==> src/rtl/pipeline_run_controller_if.sv <==
// Command/status bundle between the debug UART path and pipeline_run_controller.
// Breakpoint signals are present only when PIPE_CTRL_BREAKPOINT_EN is defined.
interface pipeline_run_controller_if #(
  parameter int CMD_WIDTH       = 8,
  parameter int CYCLE_CNT_WIDTH = 32
);
  logic [CMD_WIDTH-1:0]       i_cmd;
  logic                       i_cmd_valid;
  logic                       i_load_done;
  logic                       i_program_finished;
  logic                       i_dump_done;
  logic                       o_cmd_ready;
  logic                       o_pipeline_enable;
  logic                       o_dump_request;
  logic [CYCLE_CNT_WIDTH-1:0] o_cycle_count;
  logic                       o_halted;
  logic                       o_bad_cmd;
`ifdef PIPE_CTRL_BREAKPOINT_EN
  logic [31:0]                i_pc;
  logic [31:0]                i_bp_addr;
  logic                       i_bp_valid;

  modport master (
    output i_cmd, i_cmd_valid, i_load_done, i_program_finished, i_dump_done,
           i_pc, i_bp_addr, i_bp_valid,
    input  o_cmd_ready, o_pipeline_enable, o_dump_request, o_cycle_count,
           o_halted, o_bad_cmd
  );

  modport slave (
    input  i_cmd, i_cmd_valid, i_load_done, i_program_finished, i_dump_done,
           i_pc, i_bp_addr, i_bp_valid,
    output o_cmd_ready, o_pipeline_enable, o_dump_request, o_cycle_count,
           o_halted, o_bad_cmd
  );
`else
  modport master (
    output i_cmd, i_cmd_valid, i_load_done, i_program_finished, i_dump_done,
    input  o_cmd_ready, o_pipeline_enable, o_dump_request, o_cycle_count,
           o_halted, o_bad_cmd
  );

  modport slave (
    input  i_cmd, i_cmd_valid, i_load_done, i_program_finished, i_dump_done,
    output o_cmd_ready, o_pipeline_enable, o_dump_request, o_cycle_count,
           o_halted, o_bad_cmd
  );
`endif
endinterface

==> src/rtl/pipeline_run_controller.sv <==
// Debug-unit run controller: gates the pipeline clock-enable in continuous or step
// mode, counts enabled cycles and requests state dumps. Optional macro: PIPE_CTRL_BREAKPOINT_EN.
module pipeline_run_controller #(
  parameter int                   CMD_WIDTH       = 8,
  parameter int                   CYCLE_CNT_WIDTH = 32,
  parameter logic [CMD_WIDTH-1:0] CMD_CONTINUOUS  = 8'h43,
  parameter logic [CMD_WIDTH-1:0] CMD_STEP        = 8'h53,
  parameter logic [CMD_WIDTH-1:0] CMD_ABORT       = 8'h41
) (
  input  logic                      i_clk,
  input  logic                      i_reset,
  pipeline_run_controller_if.slave  bus
);

  typedef enum logic [2:0] {
    S_IDLE      = 3'd0,
    S_READY     = 3'd1,
    S_RUN       = 3'd2,
    S_STEP_WAIT = 3'd3,
    S_STEP_EXEC = 3'd4,
    S_DUMP      = 3'd5,
    S_DONE      = 3'd6
  } state_t;

  localparam logic [CYCLE_CNT_WIDTH-1:0] CNT_ONE = {{(CYCLE_CNT_WIDTH-1){1'b0}}, 1'b1};
  localparam logic [CYCLE_CNT_WIDTH-1:0] CNT_MAX = {CYCLE_CNT_WIDTH{1'b1}};

  state_t                     state_r;
  state_t                     state_s;
  state_t                     ret_r;
  state_t                     ret_s;
  logic                       bad_s;
  logic                       is_cont_s;
  logic                       is_step_s;
  logic                       is_abort_s;
  logic                       bp_hit_s;
  logic                       enable_r;
  logic                       ready_r;
  logic                       dump_req_r;
  logic                       halted_r;
  logic                       bad_r;
  logic [CYCLE_CNT_WIDTH-1:0] count_r;

  assign is_cont_s  = bus.i_cmd_valid && (bus.i_cmd == CMD_CONTINUOUS);
  assign is_step_s  = bus.i_cmd_valid && (bus.i_cmd == CMD_STEP);
  assign is_abort_s = bus.i_cmd_valid && (bus.i_cmd == CMD_ABORT);

`ifdef PIPE_CTRL_BREAKPOINT_EN
  assign bp_hit_s = bus.i_bp_valid && (bus.i_pc == bus.i_bp_addr);
`else
  assign bp_hit_s = 1'b0;
`endif

  // Next-state, dump return target and command-reject decision
  always_comb begin
    state_s = state_r;
    ret_s   = ret_r;
    bad_s   = 1'b0;
    case (state_r)
      S_IDLE: begin
        bad_s = bus.i_cmd_valid;
        if (bus.i_load_done) begin
          state_s = S_READY;
        end else begin
          state_s = S_IDLE;
        end
      end
      S_READY: begin
        if (is_cont_s) begin
          state_s = S_RUN;
        end else if (is_step_s) begin
          state_s = S_STEP_WAIT;
        end else begin
          bad_s = bus.i_cmd_valid;
        end
      end
      S_RUN: begin
        bad_s = bus.i_cmd_valid;
        // Program end wins over a breakpoint hit in the same cycle
        if (bus.i_program_finished) begin
          state_s = S_DUMP;
          ret_s   = S_DONE;
        end else if (bp_hit_s) begin
          state_s = S_DUMP;
          ret_s   = S_STEP_WAIT;
        end else begin
          state_s = S_RUN;
        end
      end
      S_STEP_WAIT: begin
        // The halting step has already been dumped, so finish without another one
        if (bus.i_program_finished) begin
          state_s = S_DONE;
          bad_s   = bus.i_cmd_valid;
        end else if (is_step_s) begin
          state_s = S_STEP_EXEC;
        end else if (is_abort_s) begin
          state_s = S_DUMP;
          ret_s   = S_DONE;
        end else begin
          bad_s = bus.i_cmd_valid;
        end
      end
      S_STEP_EXEC: begin
        bad_s   = bus.i_cmd_valid;
        state_s = S_DUMP;
        if (bus.i_program_finished) begin
          ret_s = S_DONE;
        end else begin
          ret_s = S_STEP_WAIT;
        end
      end
      S_DUMP: begin
        bad_s = bus.i_cmd_valid;
        if (bus.i_dump_done) begin
          state_s = ret_r;
        end else begin
          state_s = S_DUMP;
        end
      end
      S_DONE: begin
        bad_s   = bus.i_cmd_valid;
        state_s = S_DONE;
      end
      default: begin
        state_s = S_IDLE;
        ret_s   = S_DONE;
      end
    endcase
  end

  // State register and outputs registered from the next state
  always_ff @(posedge i_clk or negedge i_reset) begin
    if (!i_reset) begin
      state_r    <= S_IDLE;
      ret_r      <= S_DONE;
      enable_r   <= 1'b0;
      ready_r    <= 1'b0;
      dump_req_r <= 1'b0;
      halted_r   <= 1'b0;
      bad_r      <= 1'b0;
    end else begin
      state_r    <= state_s;
      ret_r      <= ret_s;
      enable_r   <= (state_s == S_RUN) || (state_s == S_STEP_EXEC);
      ready_r    <= (state_s == S_READY) || (state_s == S_STEP_WAIT);
      dump_req_r <= (state_s == S_DUMP);
      halted_r   <= (state_s == S_DONE);
      bad_r      <= bad_s;
    end
  end

  // Saturating count of cycles during which the pipeline was enabled
  always_ff @(posedge i_clk or negedge i_reset) begin
    if (!i_reset) begin
      count_r <= {CYCLE_CNT_WIDTH{1'b0}};
    end else if (enable_r && (count_r != CNT_MAX)) begin
      count_r <= count_r + CNT_ONE;
    end else begin
      count_r <= count_r;
    end
  end

  assign bus.o_cmd_ready       = ready_r;
  assign bus.o_pipeline_enable = enable_r;
  assign bus.o_dump_request    = dump_req_r;
  assign bus.o_cycle_count     = count_r;
  assign bus.o_halted          = halted_r;
  assign bus.o_bad_cmd         = bad_r;

endmodule

==> src/flat_wrapper.sv <==
// flat-port wrapper written by rule: the top's interface ports become plain ports
module pipeline_run_controller_flat 
#(
  parameter int                   CMD_WIDTH       = 8,
  parameter int                   CYCLE_CNT_WIDTH = 32,
  parameter logic [CMD_WIDTH-1:0] CMD_CONTINUOUS  = 8'h43,
  parameter logic [CMD_WIDTH-1:0] CMD_STEP        = 8'h53,
  parameter logic [CMD_WIDTH-1:0] CMD_ABORT       = 8'h41
)
  (i_clk, i_reset, bus_i_cmd, bus_i_cmd_valid, bus_i_load_done, bus_i_program_finished, bus_i_dump_done, bus_o_cmd_ready, bus_o_pipeline_enable, bus_o_dump_request, bus_o_cycle_count, bus_o_halted, bus_o_bad_cmd);
  pipeline_run_controller_if #(.CMD_WIDTH(CMD_WIDTH), .CYCLE_CNT_WIDTH(CYCLE_CNT_WIDTH)) bus_i ();
  input  logic i_clk;
  input  logic i_reset;
  input wire logic [$bits(bus_i.i_cmd)-1:0] bus_i_cmd;
  input wire logic [$bits(bus_i.i_cmd_valid)-1:0] bus_i_cmd_valid;
  input wire logic [$bits(bus_i.i_load_done)-1:0] bus_i_load_done;
  input wire logic [$bits(bus_i.i_program_finished)-1:0] bus_i_program_finished;
  input wire logic [$bits(bus_i.i_dump_done)-1:0] bus_i_dump_done;
  output wire logic [$bits(bus_i.o_cmd_ready)-1:0] bus_o_cmd_ready;
  output wire logic [$bits(bus_i.o_pipeline_enable)-1:0] bus_o_pipeline_enable;
  output wire logic [$bits(bus_i.o_dump_request)-1:0] bus_o_dump_request;
  output wire logic [$bits(bus_i.o_cycle_count)-1:0] bus_o_cycle_count;
  output wire logic [$bits(bus_i.o_halted)-1:0] bus_o_halted;
  output wire logic [$bits(bus_i.o_bad_cmd)-1:0] bus_o_bad_cmd;
  assign bus_i.i_cmd = bus_i_cmd;
  assign bus_i.i_cmd_valid = bus_i_cmd_valid;
  assign bus_i.i_load_done = bus_i_load_done;
  assign bus_i.i_program_finished = bus_i_program_finished;
  assign bus_i.i_dump_done = bus_i_dump_done;
  assign bus_o_cmd_ready = bus_i.o_cmd_ready;
  assign bus_o_pipeline_enable = bus_i.o_pipeline_enable;
  assign bus_o_dump_request = bus_i.o_dump_request;
  assign bus_o_cycle_count = bus_i.o_cycle_count;
  assign bus_o_halted = bus_i.o_halted;
  assign bus_o_bad_cmd = bus_i.o_bad_cmd;
  pipeline_run_controller #(.CMD_WIDTH(CMD_WIDTH), .CYCLE_CNT_WIDTH(CYCLE_CNT_WIDTH), .CMD_CONTINUOUS(CMD_CONTINUOUS), .CMD_STEP(CMD_STEP), .CMD_ABORT(CMD_ABORT)) u_core (.i_clk(i_clk), .i_reset(i_reset), .bus(bus_i));
endmodule
==> config.mk <==
export PLATFORM = sky130hd
export DESIGN_NAME = pipeline_run_controller_flat
export DESIGN_NICKNAME = d
export VERILOG_FILES = /design/src/rtl/pipeline_run_controller_if.sv /design/src/rtl/pipeline_run_controller.sv /design/src/flat_wrapper.sv
export SDC_FILE = /design/constraint.sdc
export NUM_CORES = 1
export LEC_CHECK = 0
export BUFFER_PORTS_ARGS = -buffer_cell sky130_fd_sc_hd__buf_2
export CORE_UTILIZATION = 50
export CTS_CLUSTER_DIAMETER = 80
export DETAILED_ROUTE_END_ITERATION = 16
export PLACE_DENSITY = 0.75
export SLEW_MARGIN = 20
export SYNTH_ARGS = -nofsm -noshare
export SYNTH_HDL_FRONTEND = slang
export SYNTH_SLANG_ARGS = --single-unit
export TNS_END_PERCENT = 100
==> constraint.sdc <==
create_clock -name i_clk -period 3 [get_ports i_clk]
set_clock_uncertainty 0.2 [all_clocks]
set_input_delay 0.6 -clock i_clk [delete_from_list [all_inputs] [get_ports i_clk]]
set_output_delay 0.6 -clock i_clk [all_outputs]
set_load 0.02 [all_outputs]
After elaboration in Yosys (flattened, before gate mapping)
Index checks and enable logic that the tools add are counted.
- output and inout bits: 37
- bits of input ports: 14
- memories kept: 0
- memory bits (writable): 0
- ROM bits: 0
- flip-flop bits (word level): 43
- logic and storage cells: 61
- bits in latches: 0
- bitwise operators: 1
- shifts and indexed selects: 0
- muxes and demuxes: 21
- equal/unequal tests: 20
- reduce and logical (&&, ||, !) cells: 10
- $mul: 0
- $add $sub $neg: 1
- order comparisons: 0
- divide/modulo/power cells: 0
- operator list (kind ; count):
    $mux 3 ; 12
    $add 32x1->32 const B ; 1
    $ne 32x32->1 const B ; 1
    $eq 8x7->1 const B ; 3
    $pmux 3 s7 ; 1
    $eq 3x3->1 const B ; 6
    $eq 3x2->1 const B ; 4
    $pmux 3 s4 ; 1
    $eq 3x1->1 const B ; 2
    $mux 1 ; 6
    $ne 2x2->1 const B ; 3
    $reduce_and 5->1 ; 1
    $reduce_or 5->1 ; 1
    $logic_and 1x1->1 ; 4
    $reduce_or 4->1 ; 1
    $logic_not 3->1 ; 1
    $pmux 1 s3 ; 1
    $logic_or 1x1->1 ; 2
    $ne 2x1->1 const B ; 1
    $not 1->1 ; 1

Longest topological paths before layout
- depth after elaboration: 8
- mapped depth: 7
- mapped depth without buffers: 6

Worst setup path after synthesis
No wires, ideal clock.
- path kind: input port to flip-flop
- from: input port bus_i_cmd[3]
- to: register u_core.enable_r, in the netlist u_core.bus.o_pipeline_enable
- stages: 5
- setup time: 94 ps
- path buffers: 0
- arrival: 1763 ps
- required time: 2706 ps
- setup slack: 943 ps
- path through: nor4b_4 nand4_1 a22o_1 or3_1 a211oi_1
- longest elaborated chain between the ends: 8
- elaborated cells on any way between the ends: 15
- classes of those cells: eq/ne: 5; mux: 6; reduce/logical: 4
- RTL lines (what ; RTL line ; text):
    from (decl) ; flat_wrapper.sv:14 ; input wire logic [$bits(bus_i.i_cmd)-1:0] bus_i_cmd;
    $eq 8x7->1 ; pipeline_run_controller.sv:46 ; assign is_abort_s = bus.i_cmd_valid && (bus.i_cmd == CMD_ABORT);
    $logic_and 1x1->1 ; pipeline_run_controller.sv:46 ;
    $mux 3 ; pipeline_run_controller.sv:97 ; end else if (is_abort_s) begin
    $mux 3 ; pipeline_run_controller.sv:95 ; end else if (is_step_s) begin
    $mux 3 ; pipeline_run_controller.sv:92 ; if (bus.i_program_finished) begin
    $pmux 3 s7 (*) ; pipeline_run_controller.sv:59 ; case (state_r)
    $eq 3x2->1 / $eq 3x3->1 (equally long branches) ; pipeline_run_controller.sv:145 ; enable_r <= (state_s == S_RUN) || (state_s == S_STEP_EXEC);
    $logic_or 1x1->1 (*) ; pipeline_run_controller.sv:145 ;
    to (signal assigned) ; pipeline_run_controller.sv:145 ;
    to (decl) ; pipeline_run_controller.sv:37 ; logic enable_r;
Every way passes the cells marked *; elsewhere a longest branch is shown, timed or not.
A chain may end at the register's enable or synchronous reset.

Final worst setup path
- from: register u_core.count_r[11], in the netlist u_core.bus.o_cycle_count[11]
- to: register u_core.count_r[26], in the netlist u_core.bus.o_cycle_count[26]
- longest elaborated chain between the ends: 2
- elaborated cells on any way between the ends: 3
- classes of those cells: add/sub: 1; eq/ne: 1; reduce/logical: 1
- RTL lines (what ; RTL line ; text):
    from (decl) ; pipeline_run_controller.sv:42 ; logic [CYCLE_CNT_WIDTH-1:0] count_r;
    from (signal assigned) ; pipeline_run_controller.sv:156 ; count_r <= {CYCLE_CNT_WIDTH{1'b0}};
    from (signal assigned) ; pipeline_run_controller.sv:158 ; count_r <= count_r + CNT_ONE;
    from (signal assigned) ; pipeline_run_controller.sv:160 ; count_r <= count_r;
    parallel branches: the longest is 2 deep, another holds $add 32x1->32 ; -- ;
Several ways; the timed one is not identified.

==> summary.md <==
| Metric | Value |
|---|---|
| Status | finished clean |
| Hold_buf cts | 0 |
| Share of power burned in registers | 0.463 |
| DP HPWL | approximately 3.2 mm |
| Layout cell share with drive strength beyond 1 | 0.260 |
| Sink Count | 42 |
| Flops & latches, synth | 42 |
| Reg2reg start | u_core.bus.o_cycle_count[11] |
| Final std cells w/o fill | approximately 330 |
| GRT Util Overall | 0.199 |
| Worst reg2reg setup slack | 920 ps |
| Total power | 0.00177 W |
| Pleak | 1.29 nW |
| Max H-tree Level | 2 |
| Crit path from | u_core.bus.o_cycle_count[11] |
| Dpl cells | 317 |
| Rows | 24 |
| WL final | 4.43 mm |
| Power per cell area | 666 mW/mm2 |
| Post-CTS Setup Inserts | 0 |
| Largest net degree at the start of global routing | 43 |
| Hold Violations, Final | 0 |
| Post-CTS Resized | 0 |
| Synth top area share | 0.456 |
| Die area | 0.00477 mm2 |
| Avg Inst Size Synth | 10.2 um2 |
| Worst path bufs/invs | 0 |
| Slew margin rel. | 0.392 |
| Min-Delay Path Class | in2async |
| Via count | 1817 |
| Maxcap violations | 0 |
| Antenna diodes | 0 |
| Slowest Stage Delay on Critical Path | 460 ps |
| Cell family with most CP delay | simple AND/OR/NAND/NOR gates |
| Synth Cell Area | 0.00225 mm2 |
| 1st-iter DRT viols | 70 |
| Final setup TNS | 0 ps |
| Die height | between 60 and 70 um |
| Synthesis-to-layout area growth | 18.1% |
| Tmin final | 2080 ps |
| CP Launch Type | flip-flop |
| Grt ovf | 0 |
| Setup crit end | u_core.bus.o_cycle_count[26] |
| Crit path max fanout | 6 |
| Placer Congestion | 0.794 |
| # DRC | 0 |
| First-pass GRT wire length | ~7.7 mm |
| Final setup vio count | 0 |
| Core Area | 0.00432 mm2 |
| R2R depth | 5 |
| Post-synthesis cell count | 221 |
| CP Depth | 5 |
| Clock root buffer master | clkbuf_8 |
| Clock slew at reported path FFs | approximately 80 ps |
| Synth top cells by count | dfrtp_1, xnor2_1, nand3_1 |
| Slew @ Worst Pin | 912 ps |
| Num CTS Buffers | 5 |
| Synth Flop Type | dfrtp_1 |
| Vias per cell | between 5 and 6 |
| FILL cells | 384 |
| Dpl cell area | 0.00254 mm2 |
| Logic pwr share | 0.282 |
| Crit path arrival time | 2050 ps |
| Synth async-reset ratio | 1.00 |
| Internal | between 0.001 and 0.0015 W |
| TritonCTS clock tree | built |
| Crit end category | flip-flop |
| Initial antenna violation count | 0 |
| Register area share after synthesis | 0.468 |
| CTS Buffer Depth | 2 |
| Crit path cell chain | nand3_1 -> nor4_4 -> and3b_1 -> nand4_1 -> xnor2_1 |
| Distinct cells, synth | 50 |
| Nets@finish | about 290 |
| Post-route clock period utilization | 0.693 |
| Crit path required time | 2970 ps |
| Port Buffers | 50 |
| FMAX | just under 500 MHz |
| RSZ-0062 raised after global routing | false |
| Fin area | between 0.002 and 0.003 mm2 |
| Largest cells by area after synthesis | dfrtp_1, xnor2_1, nand3_1, and3_1, nand4_1 |
| Number of synthesized flops with an enable pin | 0 |
| Count leader, synth | dfrtp_1 |
| Largest area contributor in the netlist | dfrtp_1 |
| Detailed-router iteration count before antenna repair | 4 |
| Starting density of the core | 0.520 |
| Switch share | 0.346 |
| Clk Latency, worst-skew pair | 300 ps |
| Routed len/inst | 13.6 um |
| ANT nets after route | 0 |
| Final Core Density | 0.614 |
| Slowest CP cell | nor4_4 |
| Ports | 51 |
| Worst vdd ir | roughly 0.5 mV |
| Synth Warn # | 0 |
| Slew Limit Fails | 0 |
| Clock power share | 0.255 |
| Die width | 69.1 um |
| Post-Syn Nets | between 200 and 250 |
| Number of global-route vias before repair | 1723 |
| Net switching power | 0.000612 W |
| Critical path class | reg2reg |
| Reg-to-Reg End | u_core.bus.o_cycle_count[26] |
==> worst reg2reg max path: stages (launching register included) <==
cell	delay (ps)
dfrtp_1	420
nand3_1	230
nor4_4	460
and3b_1	340
nand4_1	140
xnor2_1	150
==> worst min-delay path by stage <==
stage | startpoint | endpoint | slack, ps
floorplan | i_reset | u_core.bus.o_bad_cmd | 100
global placement | u_core.bus.o_cycle_count[13] | u_core.bus.o_cycle_count[13] | 280
detailed placement | u_core.bus.o_cycle_count[20] | u_core.bus.o_cycle_count[20] | 290
CTS | i_reset | u_core.bus.o_cycle_count[21] | 270
global route | i_reset | u_core.bus.o_cycle_count[28] | 320
finish | i_reset | u_core.bus.o_bad_cmd | 230
==> metrics by stage <==
| step | hold WS [ps] | worst slack, ps |
|---|---|---|
| 2_1_floorplan | 104 | 943 |
| 3_3_place_gp | 279 | 724 |
| 3_5_place_dp | 292 | 690 |
| 4_1_cts | 272 | 907 |
| 5_1_grt | 322 | 780 |
| 6_report | 234 | 920 |
==> placed cells by master (no fill, tap or decap), types with 4 or more instances in the layout <==
cell type and count:
a21oi_1 10, and3_1 9, buf_2 50, clkbuf_8 6, dfrtp_1 41, inv_1 5
nand2_1 14, nand2b_1 4, nand3_1 23, nand4_1 9, nor2_1 13, nor2b_1 4
nor3_1 7, o21ai_0 4, xnor2_1 27, xor2_1 4
==> registers in the layout, summed over array words and instances, names as in the netlist <==
name,count
u_core.bus.o_halted,1
u_core.bus.o_dump_request,1
u_core.bus.o_bad_cmd,1
u_core.state_r,3
u_core.bus.o_cmd_ready,1
u_core.bus.o_cycle_count,32
u_core.ret_r,2
u_core.bus.o_pipeline_enable,1
==> routing by layer <==
layer	wire length [um]	up-vias	track usage
li1	-	895	-
met1	2150	875	0.267
met2	2050	41	0.327
met3	175	6	0.0395
met4	56	0	0.0612
met5	0	-	0
==> kinds of logic after synthesis <==
kind of cell               Yosys count  share of synthesized area
muxes                                1                    0.00501
AOI/OAI and AO/OA                   30                     0.0912
and+or+nand+nor                    104                      0.287
xor gates and xnor gates            31                      0.121
DFF                                 42                      0.468
adders and majority gates            1                    0.00556
buffers and inverters               12                     0.0228
==> cell type report <==
| type | count | area (um2) | share of cell area |
|---|---|---|---|
| clock inverters | 1 | 30.0 | 0.0113 |
| clock buffers | 7 | 86.3 | 0.0325 |
| multi-input cells | 167 | 1150 | 0.431 |
| well taps | 52 | 65.1 | 0.0245 |
| inverters | 5 | 18.8 | 0.00707 |
| flip-flops and latches | 42 | 1050 | 0.396 |
| repair buffers | 51 | 258 | 0.0970 |
==> power by group through the flow <==
stage / clock, W / combinational [W] / sequential, W
3_5_place_dp: 0 / 0.000504 / 0.000825
5_1_grt: 0.000479 / 0.000560 / 0.000841
2_1_floorplan: 0 / 0.000347 / 0.000830
6_report: 0.000451 / 0.000499 / 0.000818
3_3_place_gp: 0 / 0.000496 / 0.000824
4_1_cts: 0.000462 / 0.000508 / 0.000816
No activity file was read; power rests on OpenSTA's default activity.
